==> config.mk <==
export PLATFORM = sky130hd
export DESIGN_NAME = imem_loader
export DESIGN_NICKNAME = d
export VERILOG_FILES = /design/src/rtl/imem_loader_pkg.sv /design/src/rtl/imem_loader_byte_packer.sv /design/src/rtl/imem_loader.sv
export SDC_FILE = /design/constraint.sdc
export NUM_CORES = 1
export LEC_CHECK = 0
export ABC_AREA = 1
export CAP_MARGIN = 25
export CORE_UTILIZATION = 35
export CTS_CLUSTER_DIAMETER = 120
export CTS_CLUSTER_SIZE = 20
export DETAILED_ROUTE_END_ITERATION = 12
export HOLD_SLACK_MARGIN = 0.03
export PLACE_DENSITY = 0.65
export SYNTH_ARGS = -nofsm -noshare
export SYNTH_HDL_FRONTEND = slang
export SYNTH_HIERARCHICAL = 1
export SYNTH_SLANG_ARGS = --single-unit
export TNS_END_PERCENT = 10
==> constraint.sdc <==
create_clock -name clock -period 4.1 [get_ports clock]
set_clock_uncertainty 0.05 [all_clocks]
set_input_delay 0.41 -clock clock [delete_from_list [all_inputs] [get_ports clock]]
set_output_delay 0.41 -clock clock [all_outputs]
set_load 0.02 [all_outputs]
==> src/rtl/imem_loader_pkg.sv <==
// Shared types and constants for the instruction-memory loader.
// Define IMEM_LOADER_CHECKSUM_EN to add the trailing XOR checksum byte (CSUM state).
package imem_loader_pkg;

   localparam int LEN_BYTE_W     = 8;
   localparam int LEN_W          = 2 * LEN_BYTE_W;
   localparam int WORD_W         = 32;
   localparam int BYTES_PER_WORD = WORD_W / 8;

`ifdef IMEM_LOADER_CHECKSUM_EN
   typedef enum logic [2:0] {
      ST_IDLE,
      ST_LEN0,
      ST_LEN1,
      ST_DATA,
      ST_WRITE,
      ST_DONE,
      ST_CSUM
   } state_t;
`else
   typedef enum logic [2:0] {
      ST_IDLE,
      ST_LEN0,
      ST_LEN1,
      ST_DATA,
      ST_WRITE,
      ST_DONE
   } state_t;
`endif

   // States in which an incoming byte may be consumed.
   function automatic logic accepts_byte(input state_t s);
      logic r;
      r = 1'b0;
      case (s)
         ST_LEN0, ST_LEN1, ST_DATA: r = 1'b1;
`ifdef IMEM_LOADER_CHECKSUM_EN
         ST_CSUM: r = 1'b1;
`endif
         default: r = 1'b0;
      endcase
      return r;
   endfunction

endpackage

==> src/rtl/imem_loader_byte_packer.sv <==
// byte_packer: assembles four little-endian bytes into one 32-bit word.
// The first byte received ends up in word[7:0]; last flags the fourth byte of a word.
module byte_packer (
   input  logic        clock,
   input  logic        rst,
   input  logic        clr,
   input  logic        load,
   input  logic [7:0]  byte_in,
   output logic [31:0] word,
   output logic        last
);
   import imem_loader_pkg::*;

   logic [7:0] lane_reg [BYTES_PER_WORD];
   logic [7:0] lane_next [BYTES_PER_WORD];
   logic [1:0] cnt_reg;

   // Each lane takes the byte from the lane above; the top lane takes the new byte.
   for (genvar gi = 0; gi < BYTES_PER_WORD; gi++) begin : g_lane
      if (gi == BYTES_PER_WORD - 1) begin : g_top
         assign lane_next[gi] = byte_in;
      end else begin : g_mid
         assign lane_next[gi] = lane_reg[gi + 1];
      end

      always_ff @(posedge clock) begin
         if (rst) begin
            lane_reg[gi] <= 8'h00;
         end else if (load) begin
            lane_reg[gi] <= lane_next[gi];
         end
      end

      assign word[8*gi +: 8] = lane_reg[gi];
   end

   always_ff @(posedge clock) begin
      if (rst || clr) begin
         cnt_reg <= 2'd0;
      end else if (load) begin
         cnt_reg <= cnt_reg + 2'd1;
      end
   end

   assign last = load && (cnt_reg == 2'd3);

endmodule

==> src/rtl/imem_loader.sv <==
// imem_loader: streams a length-prefixed little-endian byte image into instruction memory.
// Optional trailing checksum byte is enabled by defining IMEM_LOADER_CHECKSUM_EN.
module imem_loader #(
   parameter int ADDR_W      = 30,
   parameter int DEPTH_WORDS = 256
) (
   input  logic              clock,
   input  logic              rst,
   input  logic              start,
   input  logic              byte_valid,
   input  logic [7:0]        byte_data,
   output logic              byte_ready,
   output logic              wr_en,
   output logic [ADDR_W-1:0] wr_addr,
   output logic [31:0]       wr_data,
   output logic              cpu_hold,
   output logic              busy,
   output logic              done,
   output logic              error
);
   import imem_loader_pkg::*;

   localparam logic [LEN_W:0] DEPTH_LIM = (LEN_W + 1)'(DEPTH_WORDS);

   state_t                  state_reg;
   logic [LEN_BYTE_W-1:0]   len_lo_reg;
   logic [LEN_W-1:0]        len_reg;
   logic [LEN_W-1:0]        word_cnt_reg;
   logic                    wr_en_reg;
   logic [ADDR_W-1:0]       wr_addr_reg;
   logic                    busy_reg;
   logic                    done_reg;
   logic                    error_reg;
`ifdef IMEM_LOADER_CHECKSUM_EN
   logic [7:0]              csum_reg;
`endif

   logic              xfer;
   logic              start_ok;
   logic              pack_load;
   logic              pack_last;
   logic [LEN_W-1:0]  len_word;
   logic [LEN_W-1:0]  word_cnt_inc;
   logic [31:0]       pack_word;

   assign byte_ready   = accepts_byte(state_reg);
   assign xfer         = byte_valid && byte_ready;
   assign start_ok     = start && ((state_reg == ST_IDLE) || (state_reg == ST_DONE));
   assign pack_load    = xfer && (state_reg == ST_DATA);
   assign len_word     = {byte_data, len_lo_reg};
   assign word_cnt_inc = word_cnt_reg + 1'b1;

   byte_packer u_packer (
      .clock   (clock),
      .rst     (rst),
      .clr     (start_ok),
      .load    (pack_load),
      .byte_in (byte_data),
      .word    (pack_word),
      .last    (pack_last)
   );

   always_ff @(posedge clock) begin
      if (rst) begin
         state_reg    <= ST_IDLE;
         len_lo_reg   <= '0;
         len_reg      <= '0;
         word_cnt_reg <= '0;
         wr_en_reg    <= 1'b0;
         wr_addr_reg  <= '0;
         busy_reg     <= 1'b0;
         done_reg     <= 1'b0;
         error_reg    <= 1'b0;
`ifdef IMEM_LOADER_CHECKSUM_EN
         csum_reg     <= 8'h00;
`endif
      end else begin
         wr_en_reg <= 1'b0;
         case (state_reg)
            ST_IDLE, ST_DONE: begin
               if (start) begin
                  state_reg    <= ST_LEN0;
                  busy_reg     <= 1'b1;
                  done_reg     <= 1'b0;
                  error_reg    <= 1'b0;
                  word_cnt_reg <= '0;
`ifdef IMEM_LOADER_CHECKSUM_EN
                  csum_reg     <= 8'h00;
`endif
               end
            end
            ST_LEN0: begin
               if (xfer) begin
                  len_lo_reg <= byte_data;
                  state_reg  <= ST_LEN1;
               end
            end
            ST_LEN1: begin
               if (xfer) begin
                  len_reg <= len_word;
                  if (len_word == '0) begin
                     state_reg <= ST_DONE;
                     busy_reg  <= 1'b0;
                     done_reg  <= 1'b1;
                  end else if ({1'b0, len_word} > DEPTH_LIM) begin
                     // Oversized image is refused before any memory write.
                     state_reg <= ST_DONE;
                     busy_reg  <= 1'b0;
                     done_reg  <= 1'b1;
                     error_reg <= 1'b1;
                  end else begin
                     state_reg <= ST_DATA;
                  end
               end
            end
            ST_DATA: begin
               if (xfer) begin
`ifdef IMEM_LOADER_CHECKSUM_EN
                  csum_reg <= csum_reg ^ byte_data;
`endif
                  if (pack_last) begin
                     state_reg   <= ST_WRITE;
                     wr_en_reg   <= 1'b1;
                     wr_addr_reg <= ADDR_W'(word_cnt_reg);
                  end
               end
            end
            ST_WRITE: begin
               word_cnt_reg <= word_cnt_inc;
               if (word_cnt_inc >= len_reg) begin
`ifdef IMEM_LOADER_CHECKSUM_EN
                  state_reg <= ST_CSUM;
`else
                  state_reg <= ST_DONE;
                  busy_reg  <= 1'b0;
                  done_reg  <= 1'b1;
`endif
               end else begin
                  state_reg <= ST_DATA;
               end
            end
`ifdef IMEM_LOADER_CHECKSUM_EN
            ST_CSUM: begin
               if (xfer) begin
                  state_reg <= ST_DONE;
                  busy_reg  <= 1'b0;
                  done_reg  <= 1'b1;
                  error_reg <= (byte_data != csum_reg);
               end
            end
`endif
            default: begin
               state_reg <= ST_IDLE;
               busy_reg  <= 1'b0;
            end
         endcase
      end
   end

   assign wr_en    = wr_en_reg;
   assign wr_addr  = wr_addr_reg;
   assign wr_data  = pack_word;
   assign busy     = busy_reg;
   assign cpu_hold = busy_reg;
   assign done     = done_reg;
   assign error    = error_reg;

endmodule

==> impl_metrics.py, run 1 <==
metrics = {
    "status": {
        "status": "finished clean",
    },
    "final_layout": {
        "syn2layout_area_growth_pct": 21.9,
        "final_common_cell": "inv_1",
        "largest_register_ffs": 32,
        "finish.utilization": 0.435,
        "drive_gt1_frac": 0.0685,
        "final_cell_mix": "inv_1, nand2_1, nor2_1, dfxtp_1, clkdlybuf4s50_1",
        "nNetsFinal": 682,
        "final_area_sq_um": 5740,
        "diodes": 0,
    },
    "floorplanning": {
        "die_area_sq_um": 13900,
        "chipWidth_microns": 118,
        "io_pins": 80,
        "core_area_sq_um": 13200,
        "rows": 42,
        "start_util": 0.357,
        "die_h_microns": 118,
    },
    "yosys": {
        "synth_edf_count": 32,
        "async_flop_share": 0,
        "syn_area_sq_um": 4710,
        "synthCells": 592,
        "ys_ff_latch": 97,
        "ys_seq_area_frac": 0.480,
        "syn_avg_cell_area_sq_um": 7.96,
        "synth_warnings": 6,
        "synth_cell_types": 34,
        "ys.flop_type": "dfxtp_1",
    },
    "clock_tree": {
        "clkTransAtPathRegs_ps": 70,
        "numClockSinks": 97,
        "clock_latency_ps": 350,
        "cts_resized": 0,
        "post_cts_buffers": 0,
        "cts_hold_buf": 0,
        "root_buffer": "clkbuf_16",
        "cts_tree": "built",
        "htreeDepth": 3,
        "cts_buffer_depth": 2,
        "cts-buffers-inserted": 9,
    },
    "global_route": {
        "grt_pass1_vias": 3629,
        "grt_max_degree": 45,
        "grt_pass1_wl_mm": 16.8,
        "grt_overflow": 0,
        "antenna_found_initial": 0,
        "grt_usage": 0.148,
    },
    "sta": {
        "tightest_slew_ps": 1030,
        "fmax_mhz": 363,
        "finalSetupViolations": 0,
        "setup_tns_ps": 0,
        "hold_violations": 0,
        "setup_slack_ps": 1350,
        "fin_crit_ps": 2750,
        "rsz0062_at_grt": "false",
        "finalCritPeriodShare": 0.672,
        "whs_ps": 421,
        "max_slew_margin": 0.310,
        "finalMaxSlewViolations": 0,
    },
    "placed_design": {
        "portBuffers": 65,
        "dp_worst_setup_slack_ps": 1360,
        "routabilityCongestion": 0.911,
        "placed_area_sq_um": 5430,
        "dp_hpwl_mm": 7.10,
    },
    "detailed_routing": {
        "routed_via_density": 4.52,
        "drc": 0,
        "drt_wl_total_mm": 9.81,
        "drt_iter0_drc": 282,
        "antenna_left": 0,
        "drt_pre_antenna_iters": 6,
        "dr_total_vias": 3768,
        "post_drt_wl_per_cell_microns": 11.8,
    },
    "power_and_ir_drop": {
        "total_leakage_power_nw": 2.43,
        "power.density_nw_per_um2": 457,
        "ir_worst_vdd_uv": 230,
    },
    "hold_path": {
        "hold_path_class": "reg -> reg",
    },
    "setup_path": {
        "crit_start": "word_cnt_reg[0]",
        "critPathKind": "reg -> reg",
        "reg2regPathDepth": 15,
        "crit_end": "state_reg[1]",
        "start_kind": "flop",
        "cp_max_fo": 7,
        "rrSetupSlack_ps": 1350,
        "r2r-start": "word_cnt_reg[0]",
        "cp_data_required_time_ps": 4330,
        "end_kind": "flop",
        "crit_arrival_ps": 2980,
        "reg2reg_to": "state_reg[1]",
    },
    "flow_run": {
        "cap_violations": 0,
    },
}
-- critical path, stage by stage, from the launching register on --
cell,delay [ps]
dfxtp_1,460
ha_1,240
nand2_1,80
nor2_2,170
nand4_2,140
nor2_2,160
nand2_1,80
xor2_1,210
ha_1,270
nand4_1,120
a21oi_1,50
nor2_1,160
nand3_1,180
nand2_1,140
nand2_1,50
a21oi_1,130
-- per-stage QoR --
step	total power, mW	instances
floorplan	1.60	605
global placement	1.76	817
detailed placement	1.77	817
CTS	2.65	833
global route	2.78	833
finish	2.62	833
-- power by group --
part | internal [mW] | total, mW | switching [mW] | leakage [nW]
registers | 1.07 | 1.13 | 0.0579 | 0.856
clock network | 0.485 | 0.876 | 0.391 | 0.149
logic | 0.220 | 0.618 | 0.398 | 1.43
-- worst min-delay path by stage --
stage	startpoint	end	slack, ps	cells past startpoint
after floorplan	len_reg[10]	len_reg[10]	390	2
after global placement	len_reg[7]	len_reg[7]	410	2
after detailed placement	done	done	410	2
after CTS	done	done	420	2
after global routing	len_reg[7]	len_reg[7]	440	2
final	len_reg[7]	len_reg[7]	420	2
-- area by class of cell --
class | count | area [sq um]
Timing Repair Buffer | 67 | 666
Clock inverter | 7 | 83.8
Inverter | 109 | 412
Sequential cell | 97 | 2260
Fill cell | 1273 | 7450
Tap cell | 176 | 220
Multi-Input combinational cell | 368 | 1870
Clock buffer | 9 | 225
-- cell usage after synthesis, types with 2 or more instances --
cell,instances,area (sq um)
a21oi_1,58,290
buf_2,6,30.0
buf_4,15,113
buf_6,4,45.0
clkbuf_1,4,15.0
dfxtp_1,65,1300
edfxtp_1,32,961
ha_1,18,225
inv_1,104,390
inv_2,4,15.0
nand2_1,95,357
nand2_2,7,43.8
nand3_1,12,60.1
nand4_1,9,56.3
nor2_1,78,293
nor2_2,7,43.8
nor2_4,5,56.3
nor3_1,2,10.0
o21ai_0,43,215
xor2_1,10,87.6
-- layer usage --
layer	up-vias	GRT usage	part of all wire
met5	-	0	0
met4	0	0.0473	0.013
met3	13	0.0329	0.049
met2	109	0.240	0.46
met1	1693	0.194	0.48
li1	1953	-	-
-- cell families after synthesis --
logic type / after synthesis / synth area share
AND/OR/NAND/NOR: 220 / 0.204
buffers and inverters: 140 / 0.132
AO/OA/AOI/OAI: 106 / 0.116
flip-flops: 97 / 0.480
adder cells (fa/ha/maj): 18 / 0.0478
XOR/XNOR: 10 / 0.0186
other: 1 / 0.000796
(Power assumes the default switching activity.)
==> run 2, diff against run 1 <==
--- a/config.mk
+++ b/config.mk
@@ -12,7 +12,7 @@
 export CTS_CLUSTER_SIZE = 20
 export DETAILED_ROUTE_END_ITERATION = 12
 export HOLD_SLACK_MARGIN = 0.03
-export PLACE_DENSITY = 0.65
+export PLACE_DENSITY = 0.67
 export SYNTH_ARGS = -nofsm -noshare
 export SYNTH_HDL_FRONTEND = slang
 export SYNTH_HIERARCHICAL = 1
==> constraint.sdc (replaced) <==
create_clock -name clock -period 2.31 [get_ports clock]
set_clock_uncertainty 0.05 [all_clocks]
set_input_delay 0.231 -clock clock [delete_from_list [all_inputs] [get_ports clock]]
set_output_delay 0.231 -clock clock [all_outputs]
set_load 0.02 [all_outputs]
==> impl_metrics.py, run 2 (synthesized netlist as in run 1, its figures left out) <==
metrics = {
    "sta": {
        "setup_tns_ps": -455,
        "max_slew_margin": 0.656,
        "hold_violations": 0,
        "finalCritPeriodShare": 1.07,
        "whs_ps": 415,
        "fmax_mhz": 406,
        "rsz0062_at_grt": "true",
        "tightest_slew_ps": 513,
        "finalMaxSlewViolations": 0,
        "fin_crit_ps": 2460,
        "setup_slack_ps": -151,
        "finalSetupViolations": 4,
    },
    "floorplanning": {
        "die_area_sq_um": 13900,
        "core_area_sq_um": 13200,
        "die_h_microns": 118,
        "chipWidth_microns": 118,
        "rows": 42,
        "start_util": 0.357,
        "io_pins": 80,
    },
    "power_and_ir_drop": {
        "ir_worst_vdd_uv": 376,
        "power_mw": 4.87,
        "total_leakage_power_nw": 2.72,
        "power.density_nw_per_um2": 768,
    },
    "clock_tree": {
        "htreeDepth": 3,
        "cts_buffer_depth": 2,
        "clock_latency_ps": 340,
        "cts-buffers-inserted": 9,
        "cts_tree": "built",
        "numClockSinks": 97,
        "root_buffer": "clkbuf_16",
        "clkTransAtPathRegs_ps": 70,
    },
    "final_layout": {
        "finish.utilization": 0.481,
        "final_area_sq_um": 6340,
        "largest_register_ffs": 32,
        "diodes": 0,
        "final_common_cell": "inv_1",
        "fillers": 1181,
        "final_cell_mix": "inv_1, nand2_1, nor2_1, clkdlybuf4s50_1, dfxtp_1",
        "syn2layout_area_growth_pct": 34.7,
        "final_cells": 869,
        "drive_gt1_frac": 0.176,
        "nNetsFinal": 718,
    },
    "setup_path": {
        "start_kind": "flop",
        "crit_chain": "ha_4 > nand2_4 > nor2_4 > nand4_4 > nor2_4 > nand2_2 > xor2_2 > ha_4 > nand4_1 > a21oi_2 > nor2_2 > nand3_4 > nand3_2 > nand2_1 > inv_1 > nor2_1",
        "path_depth": 16,
        "cp_data_required_time_ps": 2540,
        "cp_num_buf_inv": 1,
        "cp_slowest_stage_delay_ps": 370,
        "reg2regPathDepth": 16,
        "critPathKind": "reg -> reg",
        "cp_max_fo": 4,
        "end_kind": "flop",
        "crit_arrival_ps": 2690,
        "cp_slowest_cell": "dfxtp_4",
        "path_delay_family": "simple AND/OR/NAND/NOR gates",
    },
    "global_route": {
        "grt_overflow": 0,
        "antenna_found_initial": 0,
        "grt_pass1_wl_mm": 18.2,
        "grt_pass1_vias": 3947,
        "grt_usage": 0.163,
        "grt_max_degree": 33,
    },
    "status": {
        "status": "finished with violations",
        "violations": "negative setup slack",
    },
    "detailed_routing": {
        "drt_pre_antenna_iters": 5,
        "drc": 0,
        "post_drt_wl_per_cell_microns": 12.9,
        "drt_iter0_drc": 247,
        "antenna_left": 0,
        "dr_total_vias": 4039,
        "routed_via_density": 4.65,
        "drt_wl_total_mm": 11.2,
    },
    "flow_run": {
        "cap_violations": 0,
    },
    "placed_design": {
        "portBuffers": 65,
        "routabilityCongestion": 0.883,
        "dp.cells": 839,
        "dp_worst_setup_slack_ps": -186,
        "dp_hpwl_mm": 7.58,
        "placed_area_sq_um": 5620,
    },
    "hold_path": {
        "hold_depth": 2,
        "hold_path_class": "reg -> reg",
    },
}
-- run 2: repair_timing --
item                                    in CTS  in global routing
hold buffers                                 0                  0
buffers inserted                             9                  7
endpoints found under the setup margin       4                  4
pin swaps                                   20                 34
resized for setup                           23                 39
-- run 2: area by class of cell --
cell class                      instances  area (sq um)  area share
Sequential cell                        97          2270       0.358
Multi-Input combinational cell        368          2130       0.336
Timing Repair Buffer                  103           983       0.155
Inverter                              109           412      0.0649
Clock buffer                            9           225      0.0355
Tap cell                              176           220      0.0347
Clock inverter                          7           100      0.0158
-- run 2: routing by layer --
metal	global-route usage	routed length [microns]	part of all wire
met2	0.299	5660	0.50
met4	0.0753	503	0.045
met5	0	0	0
met3	0.0320	423	0.038
met1	0.180	4640	0.41
-- run 2: worst register-to-register path, cell delays in order (launching register included) --
cell and delay [ps]:
dfxtp_4 370, ha_4 150, nand2_4 50, nor2_4 140, nand4_4 130, nor2_4 150, nand2_2 80, xor2_2 170
ha_4 290, nand4_1 170, a21oi_2 170, nor2_2 70, nand3_4 110, nand3_2 80, nand2_1 90, inv_1 40
nor2_1 90
-- run 2: final timing paths --
kind	from	end	slack (ps)
max	word_cnt_reg[0]	busy	-150
min	done	done	420
max reg2reg	word_cnt_reg[0]	busy	-150
min reg2reg	done	done	420
-- run 2: power by group --
group          internal (mW)  total [mW]  switching (mW)
registers               1.90        1.99          0.0920
logic                  0.453        1.26           0.803
clock network          0.960        1.62           0.658
total                   3.32        4.87            1.55
